`config.mk`:
```
export PLATFORM = sky130hd
export DESIGN_NAME = tag_memory_serializer
export DESIGN_NICKNAME = d
export VERILOG_FILES = /design/src/rtl/tag_mem_pkg.sv /design/src/rtl/tag_mem_array.sv /design/src/rtl/tag_memory_serializer.sv
export SDC_FILE = /design/constraint.sdc
export NUM_CORES = 2
export LEC_CHECK = 0
export ABC_AREA = 1
export CAP_MARGIN = 10
export CORE_ASPECT_RATIO = 0.8
export CORE_MARGIN = 2
export CORE_UTILIZATION = 30
export DETAILED_ROUTE_END_ITERATION = 8
export GPL_TIMING_DRIVEN = 0
export PLACE_DENSITY_LB_ADDON = 0.25
export RECOVER_POWER = 100
export SETUP_SLACK_MARGIN = 0.3
export SYNTH_ARGS = -nofsm -noshare
export SYNTH_HDL_FRONTEND = slang
export SYNTH_SLANG_ARGS = --single-unit
```
`constraint.sdc`:
```
create_clock -name clk -period 2.6 [get_ports clk]
set_clock_uncertainty 0.05 [all_clocks]
set_input_delay 0.39 -clock clk [delete_from_list [all_inputs] [get_ports clk]]
set_output_delay 0.39 -clock clk [all_outputs]
set_load 0.005 [all_outputs]
```
`src/rtl/tag_mem_pkg.sv`:
```
// Shared types and constants for the tag memory / serialiser slice.
// Holds bank codes, FSM states, SELECT action codes, the READ header bit,
// the latched reply context and the SL flag update rule.
package tag_mem_pkg;

  typedef enum logic [1:0] {
    BANK_RESERVED = 2'd0,
    BANK_EPC      = 2'd1,
    BANK_TID      = 2'd2,
    BANK_USER     = 2'd3
  } bank_e;

  typedef enum logic [2:0] {
    ST_IDLE   = 3'd0,
    ST_HDR    = 3'd1,
    ST_DATA   = 3'd2,
    ST_HANDLE = 3'd3,
    ST_DONE   = 3'd4
  } state_e;

  // Gen2 SELECT actions, named as <on match>_<on no match>
  typedef enum logic [2:0] {
    SEL_SET_CLR    = 3'd0,
    SEL_SET_NOP    = 3'd1,
    SEL_NOP_CLR    = 3'd2,
    SEL_TOG_NOP    = 3'd3,
    SEL_CLR_SET    = 3'd4,
    SEL_CLR_NOP    = 3'd5,
    SEL_NOP_SET    = 3'd6,
    SEL_NOP_TOG    = 3'd7
  } sel_action_e;

  // Leading bit of a READ reply
  localparam logic READ_HDR_BIT = 1'b0;

  // Reply parameters captured on start
  typedef struct packed {
    logic       mode;
    logic [1:0] bank;
    logic [7:0] ptr;
    logic [7:0] words;
  } reply_ctx_t;

  // Next SL flag value for a SELECT action and compare result
  function automatic logic sl_next(input logic [2:0] action, input logic match,
                                   input logic cur);
    logic nxt;
    nxt = cur;
    case (action)
      SEL_SET_CLR: nxt = match ? 1'b1 : 1'b0;
      SEL_SET_NOP: nxt = match ? 1'b1 : cur;
      SEL_NOP_CLR: nxt = match ? cur  : 1'b0;
      SEL_TOG_NOP: nxt = match ? ~cur : cur;
      SEL_CLR_SET: nxt = match ? 1'b0 : 1'b1;
      SEL_CLR_NOP: nxt = match ? 1'b0 : cur;
      SEL_NOP_SET: nxt = match ? cur  : 1'b1;
      SEL_NOP_TOG: nxt = match ? cur  : ~cur;
      default:     nxt = cur;
    endcase
    return nxt;
  endfunction

endpackage

```
`src/rtl/tag_mem_array.sv`:
```
// Four-bank tag word memory (4 x WORDS_PER_BANK x 16).
// Ports: clk/reset (sync, active-high, reloads init contents),
//   wr_*  : synchronous write port, out-of-range pointers ignored,
//   rd_*  : combinational read port for the serialiser,
//   sel_* : combinational read port for the SELECT compare.
// Out-of-range read pointers return 16'h0000.
module tag_mem_array
  import tag_mem_pkg::*;
#(
  parameter int unsigned WORDS_PER_BANK = 8,
  parameter int unsigned EPC_WORDS      = 7,
  parameter logic [16*EPC_WORDS-1:0] EPC_INIT = '0
) (
  input  logic        clk,
  input  logic        reset,
  input  logic        wr_en,
  input  logic [1:0]  wr_bank,
  input  logic [7:0]  wr_ptr,
  input  logic [15:0] wr_data,
  input  logic [1:0]  rd_bank,
  input  logic [7:0]  rd_ptr,
  output logic [15:0] rd_data,
  input  logic [1:0]  sel_bank,
  input  logic [7:0]  sel_ptr,
  output logic [15:0] sel_data
);

  localparam int unsigned AW = $clog2(WORDS_PER_BANK);

  logic [15:0] mem_q [4][WORDS_PER_BANK];
  logic [15:0] mem_d [4][WORDS_PER_BANK];

  // Bank 1 words 1..EPC_WORDS hold EPC_INIT, MSB word first; all else zero
  function automatic logic [15:0] init_word(input int unsigned b, input int unsigned w);
    if (b == 32'(BANK_EPC) && w >= 1 && w <= EPC_WORDS)
      return EPC_INIT[16*(EPC_WORDS-w) +: 16];
    return 16'h0000;
  endfunction

  // Write port
  always_comb begin
    mem_d = mem_q;
    if (wr_en && (wr_ptr < 8'(WORDS_PER_BANK)))
      mem_d[wr_bank][wr_ptr[AW-1:0]] = wr_data;
  end

  always_ff @(posedge clk) begin
    if (reset) begin
      for (int b = 0; b < 4; b++)
        for (int w = 0; w < int'(WORDS_PER_BANK); w++)
          mem_q[b][w] <= init_word(32'(b), 32'(w));
    end else begin
      mem_q <= mem_d;
    end
  end

  // Read ports
  always_comb begin
    rd_data  = (rd_ptr  < 8'(WORDS_PER_BANK)) ? mem_q[rd_bank][rd_ptr[AW-1:0]]   : 16'h0000;
    sel_data = (sel_ptr < 8'(WORDS_PER_BANK)) ? mem_q[sel_bank][sel_ptr[AW-1:0]] : 16'h0000;
  end

endmodule

```
`src/rtl/tag_memory_serializer.sv`:
```
// Tag memory plus bit-serial reply source.
// Serves EPC replies (mode 0) and READ replies (mode 1: header bit, data
// words, handle) one bit per membitclk rising edge, MSB first. Also commits
// WRITE words on epc_data_ready rising edges and evaluates SELECT into sl_flag.
// Inputs : clk, reset, start, mode, readwritebank, readwriteptr, readwords,
//          currenthandle, membitclk, writedataout, epc_data_ready,
//          sel_strobe, sel_action, sel_ptr, mask.
// Outputs: membitsrc, memdatadone, sl_flag, busy (all registered).
module tag_memory_serializer
  import tag_mem_pkg::*;
#(
  parameter int unsigned WORDS_PER_BANK = 8,
  parameter int unsigned EPC_WORDS      = 7,
  parameter logic [16*EPC_WORDS-1:0] EPC_INIT = 112'h3000_0000_0000_0000_0000_0000_1234
) (
  input  logic        clk,
  input  logic        reset,
  input  logic        start,
  input  logic        mode,
  input  logic [1:0]  readwritebank,
  input  logic [7:0]  readwriteptr,
  input  logic [7:0]  readwords,
  input  logic [15:0] currenthandle,
  input  logic        membitclk,
  output logic        membitsrc,
  output logic        memdatadone,
  input  logic [15:0] writedataout,
  input  logic        epc_data_ready,
  input  logic        sel_strobe,
  input  logic [2:0]  sel_action,
  input  logic [7:0]  sel_ptr,
  input  logic [15:0] mask,
  output logic        sl_flag,
  output logic        busy
);

  state_e     state_q, state_d;
  reply_ctx_t ctx_q, ctx_d;
  logic [15:0] shreg_q, shreg_d;
  logic [3:0]  bit_cnt_q, bit_cnt_d;
  logic        mbc_q, edr_q;
  logic        membitsrc_q, membitsrc_d;
  logic        memdatadone_q, memdatadone_d;
  logic        busy_q, busy_d;
  logic        sl_flag_q, sl_flag_d;

  logic        bit_edge_c, wr_fire_c, sel_match_c;
  reply_ctx_t  start_ctx_c;
  logic [1:0]  rd_bank_c;
  logic [7:0]  rd_ptr_c;
  logic [15:0] rd_mem_c, rd_word_c, sel_data_c;

  assign bit_edge_c = membitclk & ~mbc_q;
  assign wr_fire_c  = epc_data_ready & ~edr_q;

  tag_mem_array #(
    .WORDS_PER_BANK (WORDS_PER_BANK),
    .EPC_WORDS      (EPC_WORDS),
    .EPC_INIT       (EPC_INIT)
  ) u_array (
    .clk      (clk),
    .reset    (reset),
    .wr_en    (wr_fire_c),
    .wr_bank  (readwritebank),
    .wr_ptr   (readwriteptr),
    .wr_data  (writedataout),
    .rd_bank  (rd_bank_c),
    .rd_ptr   (rd_ptr_c),
    .rd_data  (rd_mem_c),
    .sel_bank (readwritebank),
    .sel_ptr  (sel_ptr),
    .sel_data (sel_data_c)
  );

  // Reply context captured on start; readwords of 0 means one word
  always_comb begin
    start_ctx_c.mode  = mode;
    start_ctx_c.bank  = mode ? readwritebank : BANK_EPC;
    start_ctx_c.ptr   = mode ? readwriteptr : 8'd1;
    start_ctx_c.words = mode ? ((readwords == 8'd0) ? 8'd1 : readwords) : 8'(EPC_WORDS);
  end

  // Word to load next: the first word on start, otherwise pointer+1
  always_comb begin
    rd_bank_c = start ? start_ctx_c.bank : ctx_q.bank;
    rd_ptr_c  = start ? start_ctx_c.ptr  : ctx_q.ptr + 8'd1;
  end

  // A write landing this cycle on the word being loaded wins over the array
  always_comb begin
    rd_word_c = rd_mem_c;
    if (wr_fire_c && (readwritebank == rd_bank_c) && (readwriteptr == rd_ptr_c) &&
        (readwriteptr < 8'(WORDS_PER_BANK)))
      rd_word_c = writedataout;
  end

  assign sel_match_c = (sel_ptr < 8'(WORDS_PER_BANK)) && (sel_data_c == mask);

  // Serialiser next state and registered-output next values
  always_comb begin
    state_d   = state_q;
    ctx_d     = ctx_q;
    shreg_d   = shreg_q;
    bit_cnt_d = bit_cnt_q;

    case (state_q)
      ST_HDR: begin
        if (bit_edge_c) state_d = ST_DATA;
      end
      ST_DATA: begin
        if (bit_edge_c) begin
          shreg_d   = {shreg_q[14:0], 1'b0};
          bit_cnt_d = bit_cnt_q - 4'd1;
          if (bit_cnt_q == 4'd0) begin
            bit_cnt_d = 4'd15;
            if (ctx_q.words > 8'd1) begin
              shreg_d     = rd_word_c;
              ctx_d.ptr   = ctx_q.ptr + 8'd1;
              ctx_d.words = ctx_q.words - 8'd1;
            end else if (ctx_q.mode) begin
              shreg_d = currenthandle;
              state_d = ST_HANDLE;
            end else begin
              state_d = ST_DONE;
            end
          end
        end
      end
      ST_HANDLE: begin
        if (bit_edge_c) begin
          shreg_d   = {shreg_q[14:0], 1'b0};
          bit_cnt_d = bit_cnt_q - 4'd1;
          if (bit_cnt_q == 4'd0) state_d = ST_DONE;
        end
      end
      default: ;
    endcase

    // start preempts any reply in progress
    if (start) begin
      ctx_d     = start_ctx_c;
      shreg_d   = rd_word_c;
      bit_cnt_d = 4'd15;
      state_d   = mode ? ST_HDR : ST_DATA;
    end

    membitsrc_d = 1'b0;
    if (state_d == ST_HDR)
      membitsrc_d = READ_HDR_BIT;
    else if (state_d == ST_DATA || state_d == ST_HANDLE)
      membitsrc_d = shreg_d[15];
    memdatadone_d = (state_d == ST_DONE);
    busy_d        = (state_d == ST_HDR) || (state_d == ST_DATA) || (state_d == ST_HANDLE);

    sl_flag_d = sel_strobe ? sl_next(sel_action, sel_match_c, sl_flag_q) : sl_flag_q;
  end

  always_ff @(posedge clk) begin
    if (reset) begin
      state_q       <= ST_IDLE;
      ctx_q         <= '0;
      shreg_q       <= 16'h0000;
      bit_cnt_q     <= 4'd0;
      mbc_q         <= 1'b0;
      edr_q         <= 1'b0;
      membitsrc_q   <= 1'b0;
      memdatadone_q <= 1'b0;
      busy_q        <= 1'b0;
      sl_flag_q     <= 1'b0;
    end else begin
      state_q       <= state_d;
      ctx_q         <= ctx_d;
      shreg_q       <= shreg_d;
      bit_cnt_q     <= bit_cnt_d;
      mbc_q         <= membitclk;
      edr_q         <= epc_data_ready;
      membitsrc_q   <= membitsrc_d;
      memdatadone_q <= memdatadone_d;
      busy_q        <= busy_d;
      sl_flag_q     <= sl_flag_d;
    end
  end

  assign membitsrc   = membitsrc_q;
  assign memdatadone = memdatadone_q;
  assign busy        = busy_q;
  assign sl_flag     = sl_flag_q;

endmodule

```
==> out/results.ini <==
[synth]
synth_cell_types=46
synth-simple-area-share_pct=21.4
synth_top_family_by_area=compound AO/OA/AOI/OAI gates
netlist_area_mm2=0.0314
seq_area_frac_synth_pct=36.8
synth_edf_count=32
synth_mux_area_share_pct=0
synthArstFlopShare_pct=0
syn-num-nets=4973
syn_avg_cell_area_um2=6.42
synth_compound_area_share_pct=28.5
ys_warn_count=0
yosys_register_bits=560
synthCells=4885
synth_top_flop_cell=dfxtp_1
synth_xor_area_share_pct=0.140
synth-adder-area-share_pct=0.160

[power_and_ir_drop]
leakagePower_nw=15.1
p_per_area_mw_per_mm2=624
ir_drop_v=0.000514

[route]
drc_errors=0
firstDrtPassIters=7
drt_iter0_drc=8052
vias=42700
wirelength_um=293000
viasPerCell=6.39
post_drt_wl_per_cell_um=43.8
ant_nets=0

[place]
hpwlAfterDp_um=205000
port-buffer-count=79
place_congestion=1.08

[global_route]
overflow=0
grt_max_degree=33
grt_pass1_wl_um=368000
first_global_vias=36600
antenna_found_initial=43
gr-usage-all-layers_pct=52.8

[clock_network]
cts.sinks=560
cts_tree=yes
clkSlewWorstSetupHoldPaths_ps=70
postCtsHoldBufs=0
root_buffer=clkbuf_16
cts_buffer_depth=3
cts_inserted_buffers=71
clkLatencyLatePin_ps=690
h-tree-depth=3

[setup_path]
cpMostUsedCell=nand2_1
required_ps=3180
end_kind=flip-flop
critPathLaunchType=flip-flop
worstSetupPathType=reg -> reg
crit_slowest_cell=o211ai_1
arrival_ps=3540
cp_max_fo=8
path_cells=nor2_4 -> inv_2 -> o21ai_4 -> buf_12 -> buf_12 -> buf_16 -> o211ai_1 -> nand3_1 -> nand3_2 -> nand2_2 -> nand2_1 -> nand2_1 -> o21ai_2 -> o21ai_2 -> o21ai_1 -> nand2_1 -> a21oi_1
max_stage_delay_ps=390

[timing]
tightestPinTransition_ps=1540
grt_setup_unrepaired=yes
slew_headroom_pct=-2.89
drv_slew=33
max_clock_freq_ghz=0.338
post-route-period-util_pct=114
finalCriticalPeriod_ps=2960
hold-worst-slack_ps=218
final.setup.tns_ps=-5780
hold_viol_final=0
setup_slack_ps=-363
finalSetupViolCount=55

[floorplanning]
core_area_mm2=0.104
ios=88
chipHeight_um=293
die_w_um=365
rows=106
dieArea_mm2=0.107
start_util_pct=30.1

[final_layout]
seq_area_mm2=0.0115
fillers=11200
multi_input_area_mm2=0.0176
syn_to_final_growth_pct=35.3
final_util_pct=40.7
drive_above_1_share_pct=16.7
fin_nets=5270

[status]
outcome=complete, but fails checks
violations=capacitance limit, slew limit, setup timing

[flow_run]
cap_violations=4

[min_path]
min_path_type=in -> reg

logic make-up after synthesis:
family | after synthesis
flops | 560
fa+ha+maj | 4
buf+inv | 1042
compound gates | 1689
simple gates | 1585
xor+xnor | 5
placed cells by master (no fill, tap or decap), types with 10 or more instances in the layout:
master / instances
nand3_2: 73
nor2_1: 396
dfxtp_1: 523
clkdlybuf4s50_1: 73
nand3_4: 39
o21ai_2: 22
nand2_2: 38
nand2_4: 24
o21ai_4: 18
o21ai_1: 56
nor3_1: 12
edfxtp_1: 32
a21oi_2: 21
buf_12: 55
buf_8: 53
clkbuf_8: 30
nor2_4: 18
clkbuf_16: 88
buf_2: 24
diode_2: 48
inv_2: 10
a211oi_1: 40
buf_16: 33
o21ai_0: 654
buf_6: 58
a21oi_1: 722
clkbuf_4: 22
a31oi_1: 12
nand4_1: 39
clkbuf_1: 129
o211ai_1: 121
nand3_1: 372
buf_4: 81
inv_1: 589
clkbuf_2: 100
nand2_1: 552
path summary, 6_finish.rpt:
| path | startpoint | to | slack (ps) | cells after the start |
|---|---|---|---|---|
| worst max-delay path | ctx_q[16] | shreg_q[7] | -360 | 17 |
| worst min-delay path | epc_data_ready | edr_q | 220 | 3 |
| worst max register to register | ctx_q[16] | shreg_q[7] | -360 | 17 |
| worst min register to register | u_array.mem_q[173] | u_array.mem_q[173] | 420 | 2 |
layout make-up:
| class | count | area share (%) |
|---|---|---|
| inverters | 611 | 5.50 |
| plain buffers | 431 | 9.33 |
| flip-flops and latches | 560 | 27.2 |
| clock buffers | 102 | 4.82 |
| diodes | 48 | 0.283 |
| multi-input cells | 3283 | 41.6 |
| well taps | 1404 | 4.14 |
| clock inverters | 25 | 0.661 |
| repair buffers | 224 | 6.51 |
routing by layer:
metal / part of all wire, % / wire length [um] / track usage (%) / vias to the layer above
met5: 0.10 / 293 / 0 / -
met4: 9.0 / 26200 / 38.6 / 25
met3: 17 / 49500 / 28.3 / 1106
met2: 36 / 104000 / 65.6 / 4126
met1: 38 / 113000 / 67.4 / 20400
li1: - / - / - / 17000
Yosys cell counts, drive strengths merged, types with 2 or more instances:
cell      n  share of area, %
clkbuf  280               3.4
a221oi    3             0.084
a211oi   40              0.96
buf     151               2.3
nand3   484               7.7
a31oi    12              0.24
xor2      4              0.11
a22oi     4             0.096
o31ai     2             0.048
o22ai     2             0.060
nand2   616               7.4
o21ai   750                12
nor2    423               5.1
a21oi   748                12
ha        4              0.16
o211ai  121               2.9
dfxtp   528                34
clkinv    3             0.036
nand4    39              0.78
nor3     13              0.21
nor4      5              0.10
inv     608               7.3
edfxtp   32               3.1
worst max-delay path: cells and delay by family, from the launching register on:
family	cells	cell delay [ps]
simple gates	7	780
buf+inv	4	570
compound gates	6	1100
flops	1	340
registers in the layout, indices dropped and copies added (netlist names):
| name | count |
|---|---|
| u_array.mem_q | 512 |
| ctx_q | 19 |
| shreg_q | 16 |
| bit_cnt_q | 4 |
| state_q | 3 |
| busy | 1 |
| edr_q | 1 |
| mbc_q | 1 |
| membitsrc | 1 |
| memdatadone | 1 |
| sl_flag | 1 |
timing repair:
action                     in CTS  in global routing
cloned                         10                  9
buffers inserted               72                 19
resized for setup             839                385
setup endpoints to repair     585                405
pin swaps                      69                127
report_power, final:
part	internal [mW]	switching [mW]	total (mW)	leakage (nW)
sequential	8.74	0.0771	8.82	4.59
clock	5.98	4.67	10.6	1.14
combinational	1.90	5.09	6.99	9.33
total	16.6	9.84	26.5	15.1
through the flow:
| stage | power [mW] | std cells | instance area [um^2] | setup slack, ps |
|---|---|---|---|---|
| floorplan | 10.8 | 4885 | 31500 | 285 |
| global placement | 13.8 | 6368 | 34000 | -3590 |
| detailed placement | 13.9 | 6398 | 34600 | -3020 |
| CTS | 25.3 | 6607 | 40900 | -268 |
| global route | 26.3 | 6652 | 42300 | -296 |
| finish | 26.5 | 6688 | 42400 | -363 |
Power figures use the tool's default switching activity.
